$ cat src/rtl/vga_timing_gen.sv
// Parametrised VGA raster timing generator with an integrated pixel-clock-enable divider.
// Every output is registered and decoded from the next counter values, so outputs change on the same edge as the counters.
module vga_timing_gen #(
    parameter int   CLK_DIV  = 4,
    parameter int   H_ACTIVE = 640,
    parameter int   H_FP     = 16,
    parameter int   H_SYNC   = 96,
    parameter int   H_BP     = 48,
    parameter int   V_ACTIVE = 480,
    parameter int   V_FP     = 10,
    parameter int   V_SYNC   = 2,
    parameter int   V_BP     = 33,
    parameter logic HS_POL   = 1'b0,
    parameter logic VS_POL   = 1'b0,
    parameter int   CW       = 10
) (
    input  logic          clk,
    input  logic          reset,
    input  logic          enable,
    output logic          h_sync,
    output logic          v_sync,
    output logic          video_on,
    output logic [CW-1:0] x_loc,
    output logic [CW-1:0] y_loc,
    output logic          pix_tick,
    output logic          line_start,
    output logic          frame_start
);

    localparam int H_TOTAL  = H_ACTIVE + H_FP + H_SYNC + H_BP;
    localparam int V_TOTAL  = V_ACTIVE + V_FP + V_SYNC + V_BP;
    localparam int HS_BEGIN = H_ACTIVE + H_FP;
    localparam int HS_END   = H_ACTIVE + H_FP + H_SYNC;
    localparam int VS_BEGIN = V_ACTIVE + V_FP;
    localparam int VS_END   = V_ACTIVE + V_FP + V_SYNC;
    localparam int DW       = (CLK_DIV > 1) ? $clog2(CLK_DIV) : 1;

    localparam logic [DW-1:0] DIV_LAST = DW'(CLK_DIV - 1);
    localparam logic [CW-1:0] H_LAST   = CW'(H_TOTAL - 1);
    localparam logic [CW-1:0] V_LAST   = CW'(V_TOTAL - 1);

    logic [DW-1:0] div_q, div_d;
    logic [CW-1:0] x_q, x_d;
    logic [CW-1:0] y_q, y_d;
    logic          h_sync_q, h_sync_d;
    logic          v_sync_q, v_sync_d;
    logic          video_on_q, video_on_d;
    logic          pix_tick_q, pix_tick_d;
    logic          line_start_q, line_start_d;
    logic          frame_start_q, frame_start_d;
    logic          advance;
    logic [31:0]   x_ext, y_ext;

    always_comb begin
        advance = enable && (div_q == DIV_LAST);
        div_d   = div_q;
        x_d     = x_q;
        y_d     = y_q;

        if (enable) begin
            div_d = advance ? '0 : div_q + 1'b1;
        end

        if (advance) begin
            if (x_q == H_LAST) begin
                x_d = '0;
                y_d = (y_q == V_LAST) ? '0 : y_q + 1'b1;
            end else begin
                x_d = x_q + 1'b1;
            end
        end

        // Decode in 32 bits so a sync window ending exactly at 2^CW cannot alias to 0.
        x_ext = 32'(x_d);
        y_ext = 32'(y_d);

        h_sync_d      = (x_ext >= HS_BEGIN && x_ext < HS_END) ? HS_POL : ~HS_POL;
        v_sync_d      = (y_ext >= VS_BEGIN && y_ext < VS_END) ? VS_POL : ~VS_POL;
        video_on_d    = (x_ext < H_ACTIVE) && (y_ext < V_ACTIVE);
        pix_tick_d    = advance;
        line_start_d  = advance && (x_d == '0);
        frame_start_d = advance && (x_d == '0) && (y_d == '0);
    end

    // Reset parks the raster on the last position so the first advance wraps to (0,0).
    always_ff @(posedge clk or posedge reset) begin
        if (reset) begin
            div_q         <= '0;
            x_q           <= H_LAST;
            y_q           <= V_LAST;
            h_sync_q      <= ~HS_POL;
            v_sync_q      <= ~VS_POL;
            video_on_q    <= 1'b0;
            pix_tick_q    <= 1'b0;
            line_start_q  <= 1'b0;
            frame_start_q <= 1'b0;
        end else begin
            div_q         <= div_d;
            x_q           <= x_d;
            y_q           <= y_d;
            h_sync_q      <= h_sync_d;
            v_sync_q      <= v_sync_d;
            video_on_q    <= video_on_d;
            pix_tick_q    <= pix_tick_d;
            line_start_q  <= line_start_d;
            frame_start_q <= frame_start_d;
        end
    end

    assign h_sync      = h_sync_q;
    assign v_sync      = v_sync_q;
    assign video_on    = video_on_q;
    assign x_loc       = x_q;
    assign y_loc       = y_q;
    assign pix_tick    = pix_tick_q;
    assign line_start  = line_start_q;
    assign frame_start = frame_start_q;

endmodule

$ cat config.mk
export PLATFORM = sky130hd
export DESIGN_NAME = vga_timing_gen
export DESIGN_NICKNAME = d
export VERILOG_FILES = /design/src/rtl/vga_timing_gen.sv
export SDC_FILE = /design/constraint.sdc
export NUM_CORES = 1
export LEC_CHECK = 0
export ABC_AREA = 1
export CORE_MARGIN = 3
export CORE_UTILIZATION = 30
export DETAILED_ROUTE_END_ITERATION = 7
export GPL_ROUTABILITY_DRIVEN = 0
export PLACE_DENSITY = 0.58
export RECOVER_POWER = 25
export SLEW_MARGIN = 20
export SYNTH_ARGS = -nofsm -noshare
export SYNTH_HDL_FRONTEND = slang
export SYNTH_SLANG_ARGS = --single-unit
$ cat constraint.sdc
create_clock -name clk -period 2.35 [get_ports clk]
set_input_delay 0.5875 -clock clk [delete_from_list [all_inputs] [get_ports clk]]
set_output_delay 0.5875 -clock clk [all_outputs]
set_load 0.02 [all_outputs]
==> flow_summary.ini <==
[detailed_routing]
wirelength_um = 4720
routedWlPerCell_um = 12.5
ant_nets = 0
drt_iter0_drc = 84
vias_per_cell = 4.69
drtPass1Iterations = 4
drc = 0
vias = 1765

[power_and_ir_drop]
powerDensity_nw_per_um2 = 744
peakVddDrop_v = 0.000346
p_leak_nw = 1.21
total_power_mw = 1.76

[synth]
synth_simple_gate_area_share_pct = 44.0
synth.area.mux_share_pct = 0.589
synth_compound_area_share_pct = 3.47
netlist_instances = 265
ys_warn_count = 0
synth-adder-area-share_pct = 2.62
seq_area_frac_synth_pct = 37.4
yosys.area_share.xor_xnor_pct = 0.916
yosys.area.top_type = dfrtp_1
syn_avg_cell_area_um2 = 7.21
ys.flop_type = dfrtp_1
synth-edff-count = 0
synth_top_family_by_area = simple AND/OR/NAND/NOR gates
synth.distinct_cells = 30
synth_seq_cells = 28
async_flop_share_pct = 100
synth_common_cells = nand2_1 (69), inv_1 (47), nor2_1 (31), nand3_1 (26), dfrtp_1 (16)
synth.area.top_cells = dfrtp_1 (21%), dfstp_2 (16%), nand2_1 (14%)
synthesis.area_um2 = 1910
synth_most_common_cell = nand2_1
yosysTopAreaCellShare_pct = 20.9
syn_nets = 272

[sta]
finalHoldViolCount = 0
max_slew_margin_pct = 49.7
finalCriticalPeriod_ns = 2.17
tightestPinTransition_ns = 0.754
finalSetupTns_ns = 0
slew_violations = 0
rsz0062_at_grt = false
fmax_mhz = 462
setup-violations-final = 0
period_share_pct = 92.2
finalWorstSetupSlack_ns = 0.183
fin_skew_ns = 0.00132

[clock_tree]
clockBufferDepth = 2
clk_pin_slew_ns = 0.10
postCtsHoldBufs = 0
clock_sinks = 28
numCtsBuffers = 3
insertion_delay_ns = 0.28
cts_root_buffer = clkbuf_8
htree_num_levels = 1
cts_resized = 0
cts_setup_buffers = 0
cts_tree = done

[global_routing]
grt_max_degree = 29
grt_remaining_overflow = 0
antenna_found_initial = 0
grt_use_total_pct = 13.9
grt_pass1_wl_um = 8210
grt_pass1_vias = 1753

[floorplanning]
row_count = 28
core_area_um2 = 6060
start_util_pct = 31.5
fp.dieArea_um2 = 7370
die_y_um = 85.8
die_w_um = 85.8
top_level_ports = 29

[finish]
final_util_pct = 39.1
antenna_cells = 0
finish.net_count = 309
syn_to_final_growth_pct = 23.9
drive_gt1_share_pct = 19.6
fillers = 645

[setup_path]
start_kind = flop
crit_required_ns = 1.76
max_stage_delay_ns = 0.66
path_class = reg2out
crit_fanout = 7
arrival_ns = 1.58
path_buf_inv = 1
end_kind = output port
cp_cell_sequence = clkdlybuf4s50_1
crit_family = flip-flops
slowest_stage = dfstp_2

[status]
outcome = completed

[job]
cap_viol_max_count = 0

[hold_path]
hold_path.class = reg2reg

[placement]
port_buffers = 28
place_worst_setup_slack_ns = 0.00957
dp_hpwl_um = 3690
==> layout make-up <==
type,instances,area (um^2),share of cell area [%]
multi-input combinational,183,986,41.6
timing repair buffer,33,315,13.3
tap,75,93.8,3.96
clock buffer,4,55.1,2.32
inverter,53,203,8.56
sequential,28,716,30.2
==> registers in the layout, summed over array words and instances (netlist names) <==
register and count:
y_loc 10, line_start 1, frame_start 1, x_loc 10, div_q 2, video_on 1, v_sync 1, h_sync 1
pix_tick 1
==> where the power goes <==
part           leakage (nW)  switching, mW  total, mW  internal (mW)
Combinational         0.880          0.410      0.692          0.282
Sequential            0.299          0.151      0.759          0.609
Clock                0.0288          0.160      0.310          0.150
Total                  1.21          0.720       1.76           1.04
==> final timing paths <==
check	from	end	slack, ns	depth (start not counted)
setup reg to reg	x_loc[0]	video_on	0.30	10
hold / removal	div_q[1]	div_q[1]	0.52	1
setup / recovery	x_loc[4]	x_loc[4]	0.18	1
hold reg to reg	div_q[1]	div_q[1]	0.52	1
min in group asynchronous	reset	x_loc[7]	0.95	3
max in group asynchronous	reset	y_loc[0]	0.93	3
==> logic make-up (layout without fill, tap and decap cells) <==
group	count (synthesis)	in the layout
muxes	1	1
adders and majority gates	4	4
DFF	28	28
buffers and inverters	54	90
and+or+nand+nor	165	165
xor gates and xnor gates	2	2
AOI/OAI and AO/OA	11	11
==> layer usage <==
metal / vias up / wire [um] / global-route usage, %
met5: - / 0 / 0
met4: 0 / 84 / 3.74
met3: 8 / 221 / 3.17
met2: 42 / 2250 / 23.4
met1: 824 / 2160 / 18.0
li1: 891 / - / -
==> layout by cell type, fill, tap and decap left out, types with 2 or more instances in the layout <==
cell type and instances:
a21oi_1 2, nand2_2 6, inv_2 3, nor3_1 3, clkbuf_8 4, o21ai_0 4
o21ai_1 2, nor2_4 5, clkdlybuf4s50_1 27, nand3_2 8, nand4_1 6, nand2_4 2
a21oi_2 3, nor2_1 31, dfrtp_1 16, dfstp_2 12, ha_1 4, nor2_2 5
nand2_1 69, nand3_1 26, buf_4 4, inv_1 47
==> metrics by stage <==
| step | cell area, um^2 | std cells | hold WS [ns] |
|---|---|---|---|
| finish | 2370 | 376 | 0.517 |
| global placement | 2320 | 372 | 0.496 |
| floorplan | 1910 | 265 | 0.485 |
| detailed placement | 2320 | 372 | 0.501 |
| CTS | 2370 | 376 | 0.525 |
| global route | 2370 | 376 | 0.550 |
No activity file was read; power rests on OpenSTA's default activity.
